File: config.mk
export PLATFORM = sky130hd
export DESIGN_NAME = mdclcg_stream_ctrl
export DESIGN_NICKNAME = d
export VERILOG_FILES = /design/src/rtl/mdclcg_pkg.sv /design/src/rtl/mdclcg_out_fifo.sv /design/src/rtl/mdclcg_stream_ctrl.sv
export SDC_FILE = /design/constraint.sdc
export NUM_CORES = 1
export LEC_CHECK = 0
export ABC_AREA = 1
export CORE_MARGIN = 2
export CORE_UTILIZATION = 42
export DETAILED_ROUTE_END_ITERATION = 16
export PLACE_DENSITY = 0.77
export SLEW_MARGIN = 20
export SYNTH_ARGS = -nofsm -noshare
export SYNTH_HDL_FRONTEND = slang
export SYNTH_SLANG_ARGS = --single-unit
File: constraint.sdc
create_clock -name clk -period 1.73 [get_ports clk]
set_input_delay 0.4325 -clock clk [delete_from_list [all_inputs] [get_ports clk]]
set_output_delay 0.4325 -clock clk [all_outputs]
set_load 0.005 [all_outputs]
File: src/rtl/mdclcg_pkg.sv
// Shared definitions for the modified dual-CLCG generator: sequencer states,
// LCG constants and default seeds used by the core and its stream controller.
package mdclcg_pkg;

    typedef enum logic [1:0] {
        ST_IDLE   = 2'd0,
        ST_SEED   = 2'd1,
        ST_WARMUP = 2'd2,
        ST_RUN    = 2'd3
    } state_e;

    // Multipliers and increments for LCG1..LCG4
    localparam logic [31:0] LCG_A1 = 32'd1664525;
    localparam logic [31:0] LCG_A2 = 32'd22695477;
    localparam logic [31:0] LCG_A3 = 32'd1103515245;
    localparam logic [31:0] LCG_A4 = 32'd134775813;
    localparam logic [31:0] LCG_B1 = 32'd1013904223;
    localparam logic [31:0] LCG_B2 = 32'd1;
    localparam logic [31:0] LCG_B3 = 32'd12345;
    localparam logic [31:0] LCG_B4 = 32'd2531011;

    localparam logic [31:0] DEF_SEED_X0 = 32'h1234_5678;
    localparam logic [31:0] DEF_SEED_Y0 = 32'h9ABC_DEF1;
    localparam logic [31:0] DEF_SEED_P0 = 32'h0F1E_2D3C;
    localparam logic [31:0] DEF_SEED_Q0 = 32'h4B5A_6978;

endpackage

File: src/rtl/mdclcg_out_fifo.sv
// Two-entry in-order output buffer; the head entry is a register so the
// consumer sees a stable word that holds while it stalls.
module mdclcg_out_fifo
    import mdclcg_pkg::*;
#(
    parameter int WORD_W = 32
) (
    input  logic              clk,
    input  logic              rst,
    input  logic              flush,
    input  logic              push,
    input  logic              pop,
    input  logic [WORD_W-1:0] din,
    output logic [WORD_W-1:0] head,
    output logic              valid,
    output logic              full
);

    logic [WORD_W-1:0] head_r;
    logic [WORD_W-1:0] tail_r;
    logic [1:0]        count_r;

    // Status and head word straight from registers
    always_comb begin
        head  = head_r;
        valid = (count_r != 2'd0);
        full  = (count_r == 2'd2);
    end

    // Occupancy and storage update; a pop frees the head so a same-cycle push lands
    always_ff @(posedge clk) begin
        if (rst) begin
            head_r  <= '0;
            tail_r  <= '0;
            count_r <= 2'd0;
        end else if (flush) begin
            head_r  <= '0;
            tail_r  <= '0;
            count_r <= 2'd0;
        end else begin
            case (count_r)
                2'd0: begin
                    if (push) begin
                        head_r  <= din;
                        count_r <= 2'd1;
                    end
                end
                2'd1: begin
                    if (push && pop) begin
                        head_r <= din;
                    end else if (push) begin
                        tail_r  <= din;
                        count_r <= 2'd2;
                    end else if (pop) begin
                        count_r <= 2'd0;
                    end
                end
                2'd2: begin
                    if (pop) begin
                        head_r <= tail_r;
                        if (push) begin
                            tail_r <= din;
                        end else begin
                            count_r <= 2'd1;
                        end
                    end
                end
                default: begin
                    count_r <= 2'd0;
                end
            endcase
        end
    end

endmodule

File: src/rtl/mdclcg_stream_ctrl.sv
// Sequencer for the dual-CLCG core: seeds it, discards warm-up bits, packs the
// 1-bit/cycle output into words and streams them through a 2-entry buffer.
module mdclcg_stream_ctrl
    import mdclcg_pkg::*;
#(
    parameter int WORD_W = 32,
    parameter int WARMUP = 64,
    parameter int OVF_W  = 16
) (
    input  logic              clk,
    input  logic              rst,
    input  logic              seed_valid,
    output logic              seed_ready,
    input  logic [31:0]       seed_x0,
    input  logic [31:0]       seed_y0,
    input  logic [31:0]       seed_p0,
    input  logic [31:0]       seed_q0,
    input  logic              stop,
    input  logic              run_en,
    output logic              core_start,
    output logic [31:0]       core_x0,
    output logic [31:0]       core_y0,
    output logic [31:0]       core_p0,
    output logic [31:0]       core_q0,
    input  logic              core_zi,
    output logic [WORD_W-1:0] rnd_data,
    output logic              rnd_valid,
    input  logic              rnd_ready,
    output logic              busy,
    output logic [OVF_W-1:0]  ovf_count
);

    localparam int BC_W = $clog2(WORD_W);
    localparam int WC_W = (WARMUP > 1) ? $clog2(WARMUP) : 1;

    state_e            state_r;
    logic [BC_W-1:0]   bitcnt_r;
    logic [WC_W-1:0]   wcnt_r;
    logic [WORD_W-2:0] sr_r;

    logic [WORD_W-1:0] word_s;
    logic              sample_s;
    logic              word_done_s;
    logic              pop_s;
    logic              flush_s;
    logic              drop_s;
    logic              fifo_full_s;

    // Sampling, word completion and buffer control; stop outranks completion
    always_comb begin
        sample_s    = 1'b0;
        word_done_s = 1'b0;
        word_s      = {sr_r, core_zi};
        pop_s       = rnd_ready && rnd_valid;
        flush_s     = stop && (state_r != ST_IDLE);
        sample_s    = (state_r == ST_RUN) && run_en && !stop;
        word_done_s = sample_s && (bitcnt_r == BC_W'(WORD_W - 1));
        drop_s      = word_done_s && fifo_full_s && !pop_s;
    end

    // Sequencer FSM with registered core controls, packer and drop counter
    always_ff @(posedge clk) begin
        if (rst) begin
            state_r    <= ST_IDLE;
            core_start <= 1'b1;
            seed_ready <= 1'b1;
            busy       <= 1'b0;
            core_x0    <= '0;
            core_y0    <= '0;
            core_p0    <= '0;
            core_q0    <= '0;
            wcnt_r     <= '0;
            bitcnt_r   <= '0;
            sr_r       <= '0;
            ovf_count  <= '0;
        end else begin
            if (drop_s && (ovf_count != {OVF_W{1'b1}})) begin
                ovf_count <= ovf_count + OVF_W'(1);
            end
            if (flush_s) begin
                state_r    <= ST_IDLE;
                core_start <= 1'b1;
                seed_ready <= 1'b1;
                busy       <= 1'b0;
                wcnt_r     <= '0;
                bitcnt_r   <= '0;
                sr_r       <= '0;
            end else begin
                case (state_r)
                    ST_IDLE: begin
                        if (seed_valid) begin
                            core_x0    <= seed_x0;
                            core_y0    <= seed_y0;
                            core_p0    <= seed_p0;
                            core_q0    <= seed_q0;
                            seed_ready <= 1'b0;
                            busy       <= 1'b1;
                            state_r    <= ST_SEED;
                        end
                    end
                    ST_SEED: begin
                        core_start <= 1'b0;
                        wcnt_r     <= '0;
                        state_r    <= (WARMUP == 0) ? ST_RUN : ST_WARMUP;
                    end
                    ST_WARMUP: begin
                        if (wcnt_r == WC_W'(WARMUP - 1)) begin
                            state_r <= ST_RUN;
                        end else begin
                            wcnt_r <= wcnt_r + WC_W'(1);
                        end
                    end
                    ST_RUN: begin
                        if (sample_s) begin
                            sr_r <= word_s[WORD_W-2:0];
                            if (word_done_s) begin
                                bitcnt_r <= '0;
                            end else begin
                                bitcnt_r <= bitcnt_r + BC_W'(1);
                            end
                        end
                    end
                    default: begin
                        state_r    <= ST_IDLE;
                        core_start <= 1'b1;
                        seed_ready <= 1'b1;
                        busy       <= 1'b0;
                    end
                endcase
            end
        end
    end

    mdclcg_out_fifo #(
        .WORD_W (WORD_W)
    ) u_out_fifo (
        .clk   (clk),
        .rst   (rst),
        .flush (flush_s),
        .push  (word_done_s),
        .pop   (pop_s),
        .din   (word_s),
        .head  (rnd_data),
        .valid (rnd_valid),
        .full  (fifo_full_s)
    );

endmodule

After elaboration in Yosys (flattened, before gate mapping)
Index checks and enable logic that the tools add are counted.
- bits in registers: 257
- bits in latches: 0
- memory bits (writable): 0
- memory bits (read-only): 0
- output and inout bits: 180
- word-level logic and storage cells: 85
- memories: 0
- add/subtract/negate cells: 3
- $mul: 0
- div/mod/pow operators: 0
- order comparisons: 0
- equality and inequality tests: 17
- shift-type cells: 0
- multiplexer cells: 21
- bitwise operators: 1
- reduce and logical (&&, ||, !) cells: 28
- operator list (operator ; number):
    $mux W32 ; 6
    $pmux W32 S3 ; 1
    $pmux W32 S2 ; 1
    $add A16 B1 Y16 const B ; 1
    $mux W2 ; 8
    $ne A16 B16 Y1 const B ; 1
    $pmux W2 S3 ; 2
    $pmux W6 S2 ; 1
    $ne A2 B2 Y1 const B ; 5
    $logic_and A1 B1 Y1 ; 9
    $reduce_and A3 Y1 ; 3
    $reduce_bool A2 Y1 ; 4
    $add A6 B1 Y6 const B ; 1
    $eq A2 B2 Y1 const B ; 3
    $eq A6 B6 Y1 const B ; 1
    $mux W6 ; 1
    $ne A2 B1 Y1 const B ; 3
    $reduce_and A2 Y1 ; 3
    $reduce_bool A3 Y1 ; 2
    $add A5 B1 Y5 const B ; 1
    $eq A5 B5 Y1 const B ; 1
    $mux W5 ; 1
    $reduce_and A5 Y1 ; 1
    $eq A2 B1 Y1 const B ; 2
    other kinds (6) ; 8

Logic depth before layout (Yosys ltp)
- depth in word-level cells: 7
- mapped depth: 11

By module
Synthesis repeated with hierarchy kept, for this count alone.
- cell total of the unflattened synthesis: 1516
- area, all modules: 10552.6 µm²
- modules (own cells, without submodules) (module ; times used ; cells an instance ; area each (µm²) ; seq. area each (µm²)):
    mdclcg_stream_ctrl ; 1 ; 976 ; 7243.2 ; 3823.7
    mdclcg_out_fifo ; 1 ; 540 ; 3309.4 ; 1321.3

Worst setup path after synthesis
No wires, ideal clock.
- path kind: reg-to-reg
- start point: reg ovf_count[0]
- end point: reg ovf_count[0]
- library setup time: 0.116 ns
- arrival: 1.549 ns
- slack: 0.065 ns
- stages on the path, launching flop included: 10
- path buffers: 1
- clock period less this slack: 1.665 ns
- cell sequence: dfxtp_1 ha_1 inv_2 nor2_2 nand2_1 o21ai_4 inv_2 buf_4 nor2_1 nor2_1
- word-level cells in the longest chain between the ends: 2
- elaborated cells on any way between the ends: 3
- classes of those cells: add/sub (1); eq/ne (1); reduce/logical (1)
- RTL lines (element ; line ; text):
    start, declared ; mdclcg_stream_ctrl.sv:30 ; output logic [OVF_W-1:0] ovf_count
    start signal, assigned ; mdclcg_stream_ctrl.sv:78 ; ovf_count <= ovf_count + OVF_W'(1);
    branches (longest 2 deep; another with $add A16 B1 Y16) ; n/a ;
Several ways; the timed one is not identified.
A chain may end at the register's enable or synchronous reset.

Final worst setup path
- start point: reg bitcnt_r[1]
- end point: reg u_out_fifo.head_r[11] (netlist: u_out_fifo.head[11])
- word-level cells in the longest chain between the ends: 5
- elaborated cells on any way between the ends: 6
- classes of those cells: eq/ne (3); reduce/logical (3)
- RTL lines (element ; line ; text):
    start, declared ; mdclcg_stream_ctrl.sv:37 ; logic [BC_W-1:0] bitcnt_r;
    start signal, assigned ; mdclcg_stream_ctrl.sv:119 ; bitcnt_r <= bitcnt_r + BC_W'(1);
    $eq A5 B5 Y1 * ; mdclcg_stream_ctrl.sv:57 ; word_done_s = sample_s && (bitcnt_r == BC_W'(WORD_W - 1));
    $logic_and A1 B1 Y1 * ; mdclcg_stream_ctrl.sv:57 ;
    $logic_and A1 B1 Y1 ; mdclcg_out_fifo.sv:49 ; if (push && pop) begin
    $ne A2 B1 Y1 (no line) ; n/a ;
    $reduce_and A4 Y1 (no line) * ; n/a ;
    end signal, assigned ; mdclcg_out_fifo.sv:44 ; head_r <= din;
    end signal, assigned ; mdclcg_out_fifo.sv:50 ; head_r <= din;
    end signal, assigned ; mdclcg_out_fifo.sv:60 ; head_r <= tail_r;
    end, declared ; mdclcg_out_fifo.sv:19 ; logic [WORD_W-1:0] head_r;
Mark *: on every way between the ends. The rest lies on a longest branch, timed or not.

==> out/qor.txt <==
status -> finished, violations left
failing checks -> setup timing
Post-Synthesis Cells -> 1356
Filler Cells Inserted -> 1958
mean post-synth cell area -> 7.28 sq um
relative slew slack -> 74.0%
Area Growth Syn to Fin -> 53.2%
Die W -> 157 um
critical path class -> reg -> reg
CP max FO -> 11
GPL Wtd Cong -> 0.856
post-synthesis cell type count -> 26
P per Cell Area -> 1160 nW/um^2
Fin. Hold Viols -> 0
Layout Skew -> 17.9 ps
RR Startpoint -> bitcnt_r[1]$_SDFFE_PP0P_
Initial Utilization -> 42.5%
vias in the first global route -> 9084
min Tclk post-route -> 1840 ps
Die ar. -> 24800 sq um
number of synthesized register bits -> 257
Least-Margin Pin Slew -> 390 ps
drt wl/cell -> 15.7 um
Die Y -> 157 um
vias -> 10100
clk sinks -> 257
Hold Crit Class -> reg -> reg
dominant synthesized flop cell -> dfxtp_1
dominant cell type by area after synthesis -> dfxtp_1
antenna violations before repair -> 3
clock latency at the later pin of the worst-skew pair -> 540 ps
setup slack after layout -> -111 ps
1st-pass router iterations -> 6
Remaining DRCs -> 0
Antenna Nets Post-Route -> 0
Placeable Area -> 23300 sq um
fin nets -> 1839
CTS Buffer Depth -> 3
fraction of layout cells with a size suffix above 1 -> 13.5%
FF-to-FF setup slack -> -110 ps
Worst setup endpoint -> u_out_fifo.head[11]$_SDFFE_PP0P_
port bufs -> 314
syn_nets -> 1500
cts bufs inserted -> 27
clock root cell -> clkbuf_16
Req. time, crit path -> 2200 ps
CP startpoint -> bitcnt_r[1]$_SDFFE_PP0P_
Final period util -> 106%
number of DRC markers in iteration 0 -> 811
Worst VDD drop -> 839 uV
CP Launch Type -> flip-flop
# setup viols final -> 55
Seq/Total Area, Yosys -> 52.1%
Leakage Power -> 6.79 nW
synth warn -> 0
top cells by count, synth -> nor2_1 (420), dfxtp_1 (257), nand2_1 (224)
Syn Std Cell Area -> 9880 sq um
FP Rows -> 56
synth top area cells -> dfxtp_1 (52%), nor2_1 (16%), o21ai_0 (10%), nand2_1 (8.5%), a21oi_1 (2.7%)
hpwl dp -> 20800 um
top-count cell post-synth -> nor2_1
FF-to-FF path depth -> 10
max-capacitance violation count -> 0
H-Tree Depth -> 1
largest net degree at the start of global routing -> 52
CTS tree -> built
fin. max-slew vios -> 0
# IOs -> 315
GRT Resource Usage Total -> 22.7%
Remaining Overflow, GRT -> 0
via/cell ratio -> 4.96
Fmax -> 543 MHz
Post-synth EDFFs -> 0
RSZ-0062 raised after global routing -> true
Synth top area share -> 52.1%
Total Wirelength -> 32100 um
CP endpoint kind -> flip-flop
pre-CTS setup slack -> -385 ps
reg2reg end -> u_out_fifo.head[11]$_SDFFE_PP0P_
Synth async-reset ratio -> 0%
Worst EP arrival -> 2310 ps
first-pass GRT wire length -> 46100 um
Post-Route Setup TNS -> -2010 ps
clock slew at reported path FFs -> 60 ps
registers in the layout, summed over array words and instances (netlist names):
signal	count
core_p0	32
core_q0	32
core_x0	32
core_y0	32
u_out_fifo.head	32
u_out_fifo.tail_r	32
sr_r	31
ovf_count	16
wcnt_r	6
bitcnt_r	5
state_r	2
u_out_fifo.count_r	2
busy	1
core_start	1
seed_ready	1
placed cells by master, fill, tap and decap left out, drive strengths merged, types with 9 or more instances in the layout:
master / n
dlygate4sd2: 178
inv: 33
nand3: 42
dfxtp: 257
buf: 75
nand2: 224
nor2: 424
a21oi: 55
o21ai: 204
clkbuf: 46
clkdlybuf4s50: 134
ha: 9
kinds of logic after synthesis:
| logic type | count (synthesis) | synth area share, % |
|---|---|---|
| buf+inv | 117 | 4.78 |
| compound gates | 261 | 13.5 |
| flops | 257 | 52.1 |
| xor+xnor | 11 | 0.975 |
| simple gates | 701 | 27.6 |
| fa+ha+maj | 9 | 1.14 |
worst max-delay path: stages (launching register included):
cell	delay, ps
dfxtp_2	360
ha_4	140
nand2_2	60
nor2_2	110
ha_2	210
nand2_4	100
o21ai_4	180
buf_12	150
clkbuf_16	160
nand3_1	130
a21oi_2	190
cell type report:
| type | instances | area (sq um) | share of cell area, % |
|---|---|---|---|
| diodes | 3 | 7.51 | 0.0496 |
| clock buffers | 41 | 818 | 5.41 |
| clock inverters | 9 | 106 | 0.703 |
| inverters | 33 | 136 | 0.901 |
| multi-input cells | 982 | 4600 | 30.4 |
| flip-flops and latches | 257 | 5200 | 34.4 |
| well taps | 319 | 399 | 2.64 |
| repair buffers | 393 | 3850 | 25.5 |
| repair inverters | 1 | 5.00 | 0.0331 |
metal layers:
| layer | GRT usage, % | wire length (um) | vias to the layer above | part of all wire (%) |
|---|---|---|---|---|
| met5 | 0 | 0 | - | 0 |
| met1 | 28.0 | 13000 | 4637 | 40 |
| met3 | 4.79 | 2320 | 81 | 7.2 |
| met4 | 8.66 | 1240 | 0 | 3.9 |
| li1 | - | - | 5033 | - |
| met2 | 39.1 | 15600 | 366 | 49 |
worst min path at each step:
stage / from / endpoint / cells past startpoint
after floorplan: u_out_fifo.tail_r[31]$_SDFFE_PP0P_ / u_out_fifo.tail_r[31]$_SDFFE_PP0P_ / 2
after global placement: u_out_fifo.tail_r[31]$_SDFFE_PP0P_ / u_out_fifo.tail_r[31]$_SDFFE_PP0P_ / 2
after detailed placement: u_out_fifo.tail_r[31]$_SDFFE_PP0P_ / u_out_fifo.tail_r[31]$_SDFFE_PP0P_ / 2
after CTS: seed_ready$_SDFFE_PP1P_ / seed_ready$_SDFFE_PP1P_ / 2
after global routing: u_out_fifo.head[19]$_SDFFE_PP0P_ / u_out_fifo.head[19]$_SDFFE_PP0P_ / 2
final: seed_ready$_SDFFE_PP1P_ / seed_ready$_SDFFE_PP1P_ / 2
metrics by stage:
step                      area [sq um]  total power, mW  hold WS [ps]  util [%]  instances
after floorplan                   9880             9.32           425         -       1356
after CTS                        14600             17.6           460      62.8       2022
after detailed placement         13800             12.3           450      59.2       1968
final                            15100             17.5           455      65.0       2038
after global routing             15100             18.5           477      65.0       2037
after global placement           13800             12.2           435      59.2       1968
power by group:
part	internal, mW	switching, mW	leakage, nW
logic	2.06	2.23	4.23
clock network	3.55	2.39	0.448
registers	6.86	0.451	2.12
what timing repair did:
item | in CTS | in global routing
setup buffers | 4 | 6
hold endpoints to repair | 0 | 0
pin swaps | 1 | 11
setup endpoints to repair | 260 | 126
resized for setup | 228 | 104
hold buffers | 0 | 0
cloned | 0 | 7
(Power assumes the default switching activity.)
